`src/rtl/fetch_unit_if.sv`:
```
// Fetch front-end bundle: instruction-memory request/response, execute redirect and decode output.
// Handshakes: a transfer happens on a rising edge where valid && ready; valid never depends on ready.
interface fetch_unit_if;
    logic        imem_req_valid;
    logic        imem_req_ready;
    logic [31:0] imem_req_addr;
    logic        imem_rsp_valid;
    logic [31:0] imem_rsp_data;
    logic        redirect_valid;
    logic [31:0] redirect_addr;
    logic        out_valid;
    logic        out_ready;
    logic [31:0] out_instr;
    logic [31:0] out_pc;

    modport master (
        output imem_req_valid, imem_req_addr, out_valid, out_instr, out_pc,
        input  imem_req_ready, imem_rsp_valid, imem_rsp_data, redirect_valid, redirect_addr, out_ready
    );

    modport slave (
        input  imem_req_valid, imem_req_addr, out_valid, out_instr, out_pc,
        output imem_req_ready, imem_rsp_valid, imem_rsp_data, redirect_valid, redirect_addr, out_ready
    );
endinterface

```
`src/rtl/fetch_unit.sv`:
```
// RV32I fetch front-end: credit-limited word fetch, in-order PC tag FIFO, DEPTH-entry
// instruction queue, and redirect flush that discards responses still in flight.
module fetch_unit #(
    parameter logic [31:0] START_ADDR = 32'h0000_0000,
    parameter int          DEPTH      = 4
) (
    input  logic          clk,
    input  logic          rst,
    fetch_unit_if.master  bus
);
    localparam int AW = $clog2(DEPTH);
    localparam int CW = AW + 1;
    localparam logic [CW:0] DEPTH_W = (CW+1)'(DEPTH);

    logic [31:0]   pc_q, pc_d;
    logic [31:0]   q_instr_q [DEPTH];
    logic [31:0]   q_instr_d [DEPTH];
    logic [31:0]   q_pc_q    [DEPTH];
    logic [31:0]   q_pc_d    [DEPTH];
    logic [31:0]   tag_q     [DEPTH];
    logic [31:0]   tag_d     [DEPTH];
    logic [AW-1:0] rd_ptr_q, rd_ptr_d, wr_ptr_q, wr_ptr_d;
    logic [AW-1:0] tag_rd_q, tag_rd_d, tag_wr_q, tag_wr_d;
    logic [CW-1:0] count_q, count_d, inflight_q, inflight_d, drop_q, drop_d;

    logic          req_fire, rsp_fire, push, pop;
    logic [CW:0]   credits_used;

    // Discarded in-flight words still hold credits, so the queue can never overflow.
    assign credits_used       = {1'b0, inflight_q} + {1'b0, count_q};
    assign bus.imem_req_valid = !rst && !bus.redirect_valid && (credits_used < DEPTH_W);
    assign bus.imem_req_addr  = pc_q;
    assign bus.out_valid      = (count_q != '0) && !bus.redirect_valid;
    assign bus.out_instr      = q_instr_q[rd_ptr_q];
    assign bus.out_pc         = q_pc_q[rd_ptr_q];

    always_comb begin
        req_fire   = bus.imem_req_valid && bus.imem_req_ready;
        rsp_fire   = bus.imem_rsp_valid && (inflight_q != '0);
        pop        = bus.out_valid && bus.out_ready;
        push       = rsp_fire && !bus.redirect_valid && (drop_q == '0);

        pc_d       = pc_q;
        q_instr_d  = q_instr_q;
        q_pc_d     = q_pc_q;
        tag_d      = tag_q;
        rd_ptr_d   = rd_ptr_q;
        wr_ptr_d   = wr_ptr_q;
        tag_rd_d   = tag_rd_q;
        tag_wr_d   = tag_wr_q;
        count_d    = count_q;
        drop_d     = drop_q;
        inflight_d = inflight_q + CW'(req_fire) - CW'(rsp_fire);

        // The tag FIFO tracks every outstanding request, dropped or not, so it is never flushed.
        if (req_fire) begin
            pc_d            = pc_q + 32'd4;
            tag_d[tag_wr_q] = pc_q;
            tag_wr_d        = tag_wr_q + 1'b1;
        end
        if (rsp_fire) begin
            tag_rd_d = tag_rd_q + 1'b1;
        end

        if (bus.redirect_valid) begin
            pc_d     = bus.redirect_addr & 32'hFFFF_FFFC;
            count_d  = '0;
            rd_ptr_d = '0;
            wr_ptr_d = '0;
            drop_d   = inflight_q - CW'(rsp_fire);
        end else begin
            if (rsp_fire && (drop_q != '0)) begin
                drop_d = drop_q - 1'b1;
            end
            if (push) begin
                q_instr_d[wr_ptr_q] = bus.imem_rsp_data;
                q_pc_d[wr_ptr_q]    = tag_q[tag_rd_q];
                wr_ptr_d            = wr_ptr_q + 1'b1;
            end
            if (pop) begin
                rd_ptr_d = rd_ptr_q + 1'b1;
            end
            count_d = count_q + CW'(push) - CW'(pop);
        end
    end

    always_ff @(posedge clk or posedge rst) begin
        if (rst) begin
            pc_q       <= START_ADDR;
            q_instr_q  <= '{default: '0};
            q_pc_q     <= '{default: '0};
            tag_q      <= '{default: '0};
            rd_ptr_q   <= '0;
            wr_ptr_q   <= '0;
            tag_rd_q   <= '0;
            tag_wr_q   <= '0;
            count_q    <= '0;
            inflight_q <= '0;
            drop_q     <= '0;
        end else begin
            pc_q       <= pc_d;
            q_instr_q  <= q_instr_d;
            q_pc_q     <= q_pc_d;
            tag_q      <= tag_d;
            rd_ptr_q   <= rd_ptr_d;
            wr_ptr_q   <= wr_ptr_d;
            tag_rd_q   <= tag_rd_d;
            tag_wr_q   <= tag_wr_d;
            count_q    <= count_d;
            inflight_q <= inflight_d;
            drop_q     <= drop_d;
        end
    end
endmodule

```
`src/flat_wrapper.sv`:
```
// flat-port wrapper written by rule: the top's interface ports become plain ports
module fetch_unit_flat 
#(
    parameter logic [31:0] START_ADDR = 32'h0000_0000,
    parameter int          DEPTH      = 4
)
  (clk, rst, bus_imem_req_valid, bus_imem_req_addr, bus_out_valid, bus_out_instr, bus_out_pc, bus_imem_req_ready, bus_imem_rsp_valid, bus_imem_rsp_data, bus_redirect_valid, bus_redirect_addr, bus_out_ready);
  fetch_unit_if bus_i ();
  input  logic clk;
  input  logic rst;
  output wire logic [$bits(bus_i.imem_req_valid)-1:0] bus_imem_req_valid;
  output wire logic [$bits(bus_i.imem_req_addr)-1:0] bus_imem_req_addr;
  output wire logic [$bits(bus_i.out_valid)-1:0] bus_out_valid;
  output wire logic [$bits(bus_i.out_instr)-1:0] bus_out_instr;
  output wire logic [$bits(bus_i.out_pc)-1:0] bus_out_pc;
  input wire logic [$bits(bus_i.imem_req_ready)-1:0] bus_imem_req_ready;
  input wire logic [$bits(bus_i.imem_rsp_valid)-1:0] bus_imem_rsp_valid;
  input wire logic [$bits(bus_i.imem_rsp_data)-1:0] bus_imem_rsp_data;
  input wire logic [$bits(bus_i.redirect_valid)-1:0] bus_redirect_valid;
  input wire logic [$bits(bus_i.redirect_addr)-1:0] bus_redirect_addr;
  input wire logic [$bits(bus_i.out_ready)-1:0] bus_out_ready;
  assign bus_imem_req_valid = bus_i.imem_req_valid;
  assign bus_imem_req_addr = bus_i.imem_req_addr;
  assign bus_out_valid = bus_i.out_valid;
  assign bus_out_instr = bus_i.out_instr;
  assign bus_out_pc = bus_i.out_pc;
  assign bus_i.imem_req_ready = bus_imem_req_ready;
  assign bus_i.imem_rsp_valid = bus_imem_rsp_valid;
  assign bus_i.imem_rsp_data = bus_imem_rsp_data;
  assign bus_i.redirect_valid = bus_redirect_valid;
  assign bus_i.redirect_addr = bus_redirect_addr;
  assign bus_i.out_ready = bus_out_ready;
  fetch_unit #(.START_ADDR(START_ADDR), .DEPTH(DEPTH)) u_core (.clk(clk), .rst(rst), .bus(bus_i));
endmodule
```
`config.mk`:
```
export PLATFORM = sky130hd
export DESIGN_NAME = fetch_unit_flat
export DESIGN_NICKNAME = d
export VERILOG_FILES = /design/src/rtl/fetch_unit_if.sv /design/src/rtl/fetch_unit.sv /design/src/flat_wrapper.sv
export SDC_FILE = /design/constraint.sdc
export NUM_CORES = 1
export LEC_CHECK = 0
export BUFFER_PORTS_ARGS = -buffer_cell sky130_fd_sc_hd__buf_4
export CORE_ASPECT_RATIO = 1.2
export CORE_MARGIN = 5
export CORE_UTILIZATION = 35
export CTS_CLUSTER_SIZE = 10
export DETAILED_ROUTE_END_ITERATION = 10
export GPL_TIMING_DRIVEN = 0
export PLACE_DENSITY = 0.51
export SYNTH_ARGS = -nofsm -noshare
export SYNTH_HDL_FRONTEND = slang
export SYNTH_SLANG_ARGS = --single-unit
export TNS_END_PERCENT = 50
```
`constraint.sdc`:
```
create_clock -name clk -period 36 [get_ports clk]
set_input_delay 7.2 -clock clk [delete_from_list [all_inputs] [get_ports clk]]
set_output_delay 7.2 -clock clk [all_outputs]
set_load 0.01 [all_outputs]
```
* After elaboration in Yosys (flattened, before gate mapping)
Index checks and enable logic that the tools add are counted.
** Storage, ports and cells
- Register bits after elaboration :: 433
- Input port bits :: 70
** Cells by class
- Reductions and logical operators :: 22
- Muxes and demuxes :: 25
- $add $sub $neg :: 12
- Bitwise logic cells :: 5
- Order comparisons :: 7
** Operators with widths (count)
- 128-bit bitwise mux :: 3
- 32-bit 2-to-1 mux :: 10
- 32-bit binary-select mux with 2-bit select :: 3
- 32-bit demux with 2-bit select :: 2
- 32-bit by 3-bit adder with 32-bit output (second input constant) :: 1
- 3-bit greater-or-equal comparator (second input constant) :: 4
- 2-bit inverter with 3-bit output :: 4
- 1-bit logical AND :: 11
- 3-bit 2-to-1 mux :: 3
- 3-bit nonzero test :: 3
- 3-bit by 1-bit subtractor with 3-bit output :: 3
- 2-bit by 1-bit adder with 2-bit output (second input constant) :: 4
- 2-bit 2-to-1 mux :: 4
- 2-bit nonzero test :: 4
- 3-bit by 1-bit adder with 3-bit output :: 2
- 3-bit by 1-bit < comparator with 1-bit output (second input constant) :: 2
- 3-bit by 3-bit adder with 4-bit output :: 1
- 4-bit by 3-bit < comparator with 1-bit output (second input constant) :: 1
- 3-bit logical NOT :: 1
- 3-bit by 1-bit subtractor with 3-bit output (second input constant) :: 1
- 1-bit logical NOT :: 2
- 2-bit AND reduction :: 1
- 1-bit inverter :: 1

* Longest topological paths before layout
- Word-level depth :: 7
- Gate-level depth with buffers :: 10
- Mapped depth without buffers :: 10

* Least setup slack after synthesis
Ideal clock, no wire load.
- Kind :: input -> output
- Start :: input port bus_redirect_valid
- End :: output port bus_imem_req_valid
- Required time :: 28800 ps
- Arrival :: 7754 ps
- Slack :: 21046 ps
- Path buffers :: 1
- Stages on the path :: 3
- Path through :: buf_2 -> nor3_1 -> and3_1
** Between the ends
- Longest elaborated chain between the ends :: 3
** RTL lines
- start: declaration :: RTL line flat_wrapper.sv:19 : input wire logic [$bits(bus_i.redirect_valid)-1:0] bus_redirect_valid;
- 1-bit logical NOT :: RTL line fetch_unit.sv:31 : assign bus.imem_req_valid = !rst && !bus.redirect_valid && (credits_used < DEPTH_W);
- 1-bit logical AND (2 in a row) :: RTL line fetch_unit.sv:31
- end: declaration :: RTL line flat_wrapper.sv:11 : output wire logic [$bits(bus_i.imem_req_valid)-1:0] bus_imem_req_valid;
No other way between the ends.

* Worst setup path in the final report
- Start :: input port bus_redirect_valid
- End :: output port bus_out_valid
** Between the ends
- Longest elaborated chain between the ends :: 2
** RTL lines
- 1-bit logical NOT :: RTL line fetch_unit.sv:33 : assign bus.out_valid = (count_q != '0) && !bus.redirect_valid;
- 1-bit logical AND :: RTL line fetch_unit.sv:33
- end: declaration :: RTL line flat_wrapper.sv:13 : output wire logic [$bits(bus_i.out_valid)-1:0] bus_out_valid;
No other way between the ends.

==> results.sh <==
export IMPL_number_of_antenna_violations_at_the_first_check_in_global_routing=0
export IMPL_worst_path_arrival_ns=8.21
export IMPL_tritoncts_num_sinks=415
export IMPL_placementRows=93
export IMPL_rsz0062_at_grt="false"
export IMPL_initial_drt_markers=525
export IMPL_pwr_share_comb=0.306
export IMPL_final_hold_worst_slack_ns=0.481
export IMPL_core_area_um2=53600
export IMPL_synthesis_area_um2=18900
export IMPL_ys_ff_latch=415
export IMPL_num_cts_buffers=48
export IMPL_max_slew_margin=0.291
export IMPL_synth_enable_flop_cells=0
export IMPL_dieHeight_um=265
export IMPL_fin_worst_skew_ns=0.0233
export IMPL_maxCapViolations=0
export IMPL_worstSetupStartpointType="primary input"
export IMPL_route_vias_total=11212
export IMPL_run_status="complete, no violations"
export IMPL_synthArstFlopShare=1.00
export IMPL_dp_final_hpwl_um=32300
export IMPL_finish_cell_count_without_fillers=2175
export IMPL_min_delay_path_class="reg2reg"
export IMPL_syn_inst=1234
export IMPL_total_switching_power_mw=0.461
export IMPL_timing_final_crit_period_ns=15.41
export IMPL_synth_warnings=0
export IMPL_synth_avg_cell_area_um2=15.3
export IMPL_buffer_ports_inserted=160
export IMPL_synth_top_area_frac=0.549
export IMPL_worst_ir_drop_vdd_mv=0.0318
export IMPL_grt_pass1_wl_um=74700
export IMPL_start_util=0.353
export IMPL_grt_max_degree=101
export IMPL_grt_overflow_total=0
export IMPL_num_antenna_cells=0
export IMPL_clock_path_buffers=3
export IMPL_cts_root_buf="sky130_fd_sc_hd__clkbuf_16"
export IMPL_groute_usage_overall=0.161
export IMPL_die_area_um2=58800
export IMPL_post_drt_via_cell_ratio=5.15
export IMPL_worst_slew_pin_slew_ns=1.06
export IMPL_clock_tree_htree_level_count=2
export IMPL_finalSetupTns_ns=0
export IMPL_tritoncts="yes"
export IMPL_power_per_cell_area_nw_per_um2=68.7
export IMPL_p_int_mw=1.08
export IMPL_drt_wl_total_um=47100
export IMPL_power_share_clock=0.281
export IMPL_power_share_switching=0.299
export IMPL_dpl_cell_count=2113
export IMPL_worst_path_max_delay_cell="sky130_fd_sc_hd__clkbuf_1"
export IMPL_synth_area_top_cells="sky130_fd_sc_hd__dfrtp_1, sky130_fd_sc_hd__mux2_2, sky130_fd_sc_hd__mux4_2, sky130_fd_sc_hd__buf_6, sky130_fd_sc_hd__ha_1"
export IMPL_timing_critical_path_to_type="output pin"
export IMPL_syn_to_final_growth_pct=18.8
export IMPL_top_reg_cell_synth="sky130_fd_sc_hd__dfrtp_1"
export IMPL_nNetsFinal=1542
export IMPL_clock_latency_ns=0.58
export IMPL_cpPeakStageDelay_ns=0.46
export IMPL_hold_viol=0
export IMPL_clk_pin_slew_ns=0.06
export IMPL_pwr_share_seq=0.412
export IMPL_synth_top_area_cell="sky130_fd_sc_hd__dfrtp_1"
export IMPL_fin_util=0.419
export IMPL_first_global_vias=12049
export IMPL_detailedRoute_firstPassIterationCount=5
export IMPL_timing_final_max_slew_violations=0
export IMPL_floorplan_die_width_um=222
export IMPL_ys_seq_area_frac=0.549
export IMPL_drt_drc_violations_left=0
export IMPL_crit_path_max_fanout=10
export IMPL_setup_viol=0
export IMPL_post_route_cells_drive_above_1_share=0.513
export IMPL_synth_cell_types=49
export IMPL_cp_cell_sequence="buf_2, clkbuf_1, nor2_1, buf_4"
export IMPL_ff_to_ff_setup_slack_ns=33.22
export IMPL_final_min_period_over_clock_period=0.428
export IMPL_final_antenna_net_count=0
export IMPL_required_ns=28.80
export IMPL_place_gp_congestion=0.773
export IMPL_post_cts_resized=0
export IMPL_routedWlPerCell_um=21.6
export IMPL_criticalPathCategory="in2out"
export IMPL_post_cts_setup_buffers=0
export IMPL_p_leak_nw=10.6
export IMPL_cts_hold_repair_buffers=0
export IMPL_fmax_mhz=64.9
export IMPL_pin_count=168
metal layers:
metal  vias up  share of wire  track usage
li1       4965              -            -
met1      5915           0.45        0.223
met2       259           0.48        0.263
met3        73          0.044       0.0271
met4         0          0.023       0.0480
met5         -              0            0
power by group through the flow:
stage	clock network, mW	registers [mW]	logic, mW
after global routing	0.467	0.650	0.517
final	0.434	0.636	0.472
after global placement	0	0.641	0.475
after floorplan	0	0.625	0.318
after detailed placement	0	0.644	0.485
after CTS	0.451	0.636	0.486
state kept, by name (all words and copies together) (netlist names), 3 cells and up:
signal and count:
u_core.q_instr_q 128, u_core.q_pc_q 120, u_core.tag_q 120, u_core.bus.imem_req_addr 30, u_core.count_q 3, u_core.drop_q 3
u_core.inflight_q 3
final timing paths:
check / start / to / depth (start not counted)
hold / removal: u_core.tag_q[68] / u_core.tag_q[68] / 2
setup / recovery: bus_redirect_valid / bus_out_valid / 4
setup reg to reg: u_core.inflight_q[2] / u_core.inflight_q[1] / 8
min in group asynchronous: rst / u_core.rd_ptr_q[0] / 2
max in group asynchronous: rst / u_core.q_pc_q[80] / 4
hold reg to reg: u_core.tag_q[68] / u_core.tag_q[68] / 2
stage by stage:
stage / total power, mW / instance area [um^2] / setup slack (ns)
floorplan: 0.943 / 18900 / 17.25
global placement: 1.12 / 21000 / 12.31
detailed placement: 1.13 / 21100 / 20.55
CTS: 1.57 / 22500 / 20.55
global route: 1.63 / 22500 / 20.47
finish: 1.54 / 22500 / 20.59
cell usage in the layout, fill, tap and decap left out, types with 6 or more instances in the layout:
cell type and instances:
sky130_fd_sc_hd__o211ai_1 8, sky130_fd_sc_hd__ha_1 19, sky130_fd_sc_hd__dfrtp_1 415, sky130_fd_sc_hd__nand4_1 12
sky130_fd_sc_hd__o21ai_0 27, sky130_fd_sc_hd__buf_2 30, sky130_fd_sc_hd__a31oi_1 6, sky130_fd_sc_hd__nor3_1 7
sky130_fd_sc_hd__xnor2_1 8, sky130_fd_sc_hd__nand2_1 45, sky130_fd_sc_hd__buf_4 171, sky130_fd_sc_hd__clkbuf_1 35
sky130_fd_sc_hd__mux2_2 366, sky130_fd_sc_hd__nor2_1 23, sky130_fd_sc_hd__mux4_2 92, sky130_fd_sc_hd__inv_1 18
sky130_fd_sc_hd__clkbuf_16 50, sky130_fd_sc_hd__and3_1 10, sky130_fd_sc_hd__nand3_1 14, sky130_fd_sc_hd__buf_6 24
sky130_fd_sc_hd__o311ai_0 9
critical path, delay by kind of cell:
family        cells  cell delay (ns)
buf+inv           3             0.89
simple gates      1             0.11
cell type report:
class	instances	area, um^2
Sequential cell	415	10400
Inverter	19	78.8
Timing Repair Buffer	164	1310
Clock inverter	2	21.3
Multi-Input combinational cell	707	7850
Clock buffer	60	1310
Buffer	96	622
Tap cell	712	891
Fill cell	4934	31200
logic make-up after synthesis:
| kind of cell | Yosys count | share of synthesized area |
|---|---|---|
| AOI/OAI and AO/OA | 74 | 0.0263 |
| xor gates and xnor gates | 13 | 0.00602 |
| other | 1 | 0.000198 |
| buffers and inverters | 115 | 0.0367 |
| adders and majority gates | 21 | 0.0147 |
| and+or+nand+nor | 134 | 0.0380 |
| DFF | 415 | 0.549 |
| muxes | 461 | 0.329 |
synthesized netlist by cell type (5+ instances only):
cell type,n
sky130_fd_sc_hd__a21oi_1,5
sky130_fd_sc_hd__a221o_1,5
sky130_fd_sc_hd__a31oi_1,6
sky130_fd_sc_hd__and2_1,5
sky130_fd_sc_hd__and3_1,10
sky130_fd_sc_hd__buf_2,30
sky130_fd_sc_hd__buf_4,11
sky130_fd_sc_hd__buf_6,24
sky130_fd_sc_hd__clkbuf_1,27
sky130_fd_sc_hd__dfrtp_1,415
sky130_fd_sc_hd__ha_1,19
sky130_fd_sc_hd__inv_1,19
sky130_fd_sc_hd__mux2_2,366
sky130_fd_sc_hd__mux4_2,92
sky130_fd_sc_hd__nand2_1,45
sky130_fd_sc_hd__nand3_1,14
sky130_fd_sc_hd__nand4_1,12
sky130_fd_sc_hd__nor2_1,23
sky130_fd_sc_hd__nor3_1,7
sky130_fd_sc_hd__o211ai_1,8
sky130_fd_sc_hd__o21ai_0,27
sky130_fd_sc_hd__o311ai_0,9
sky130_fd_sc_hd__xnor2_1,8
sky130_fd_sc_hd__xor2_1,5
Power figures use the tool's default switching activity.
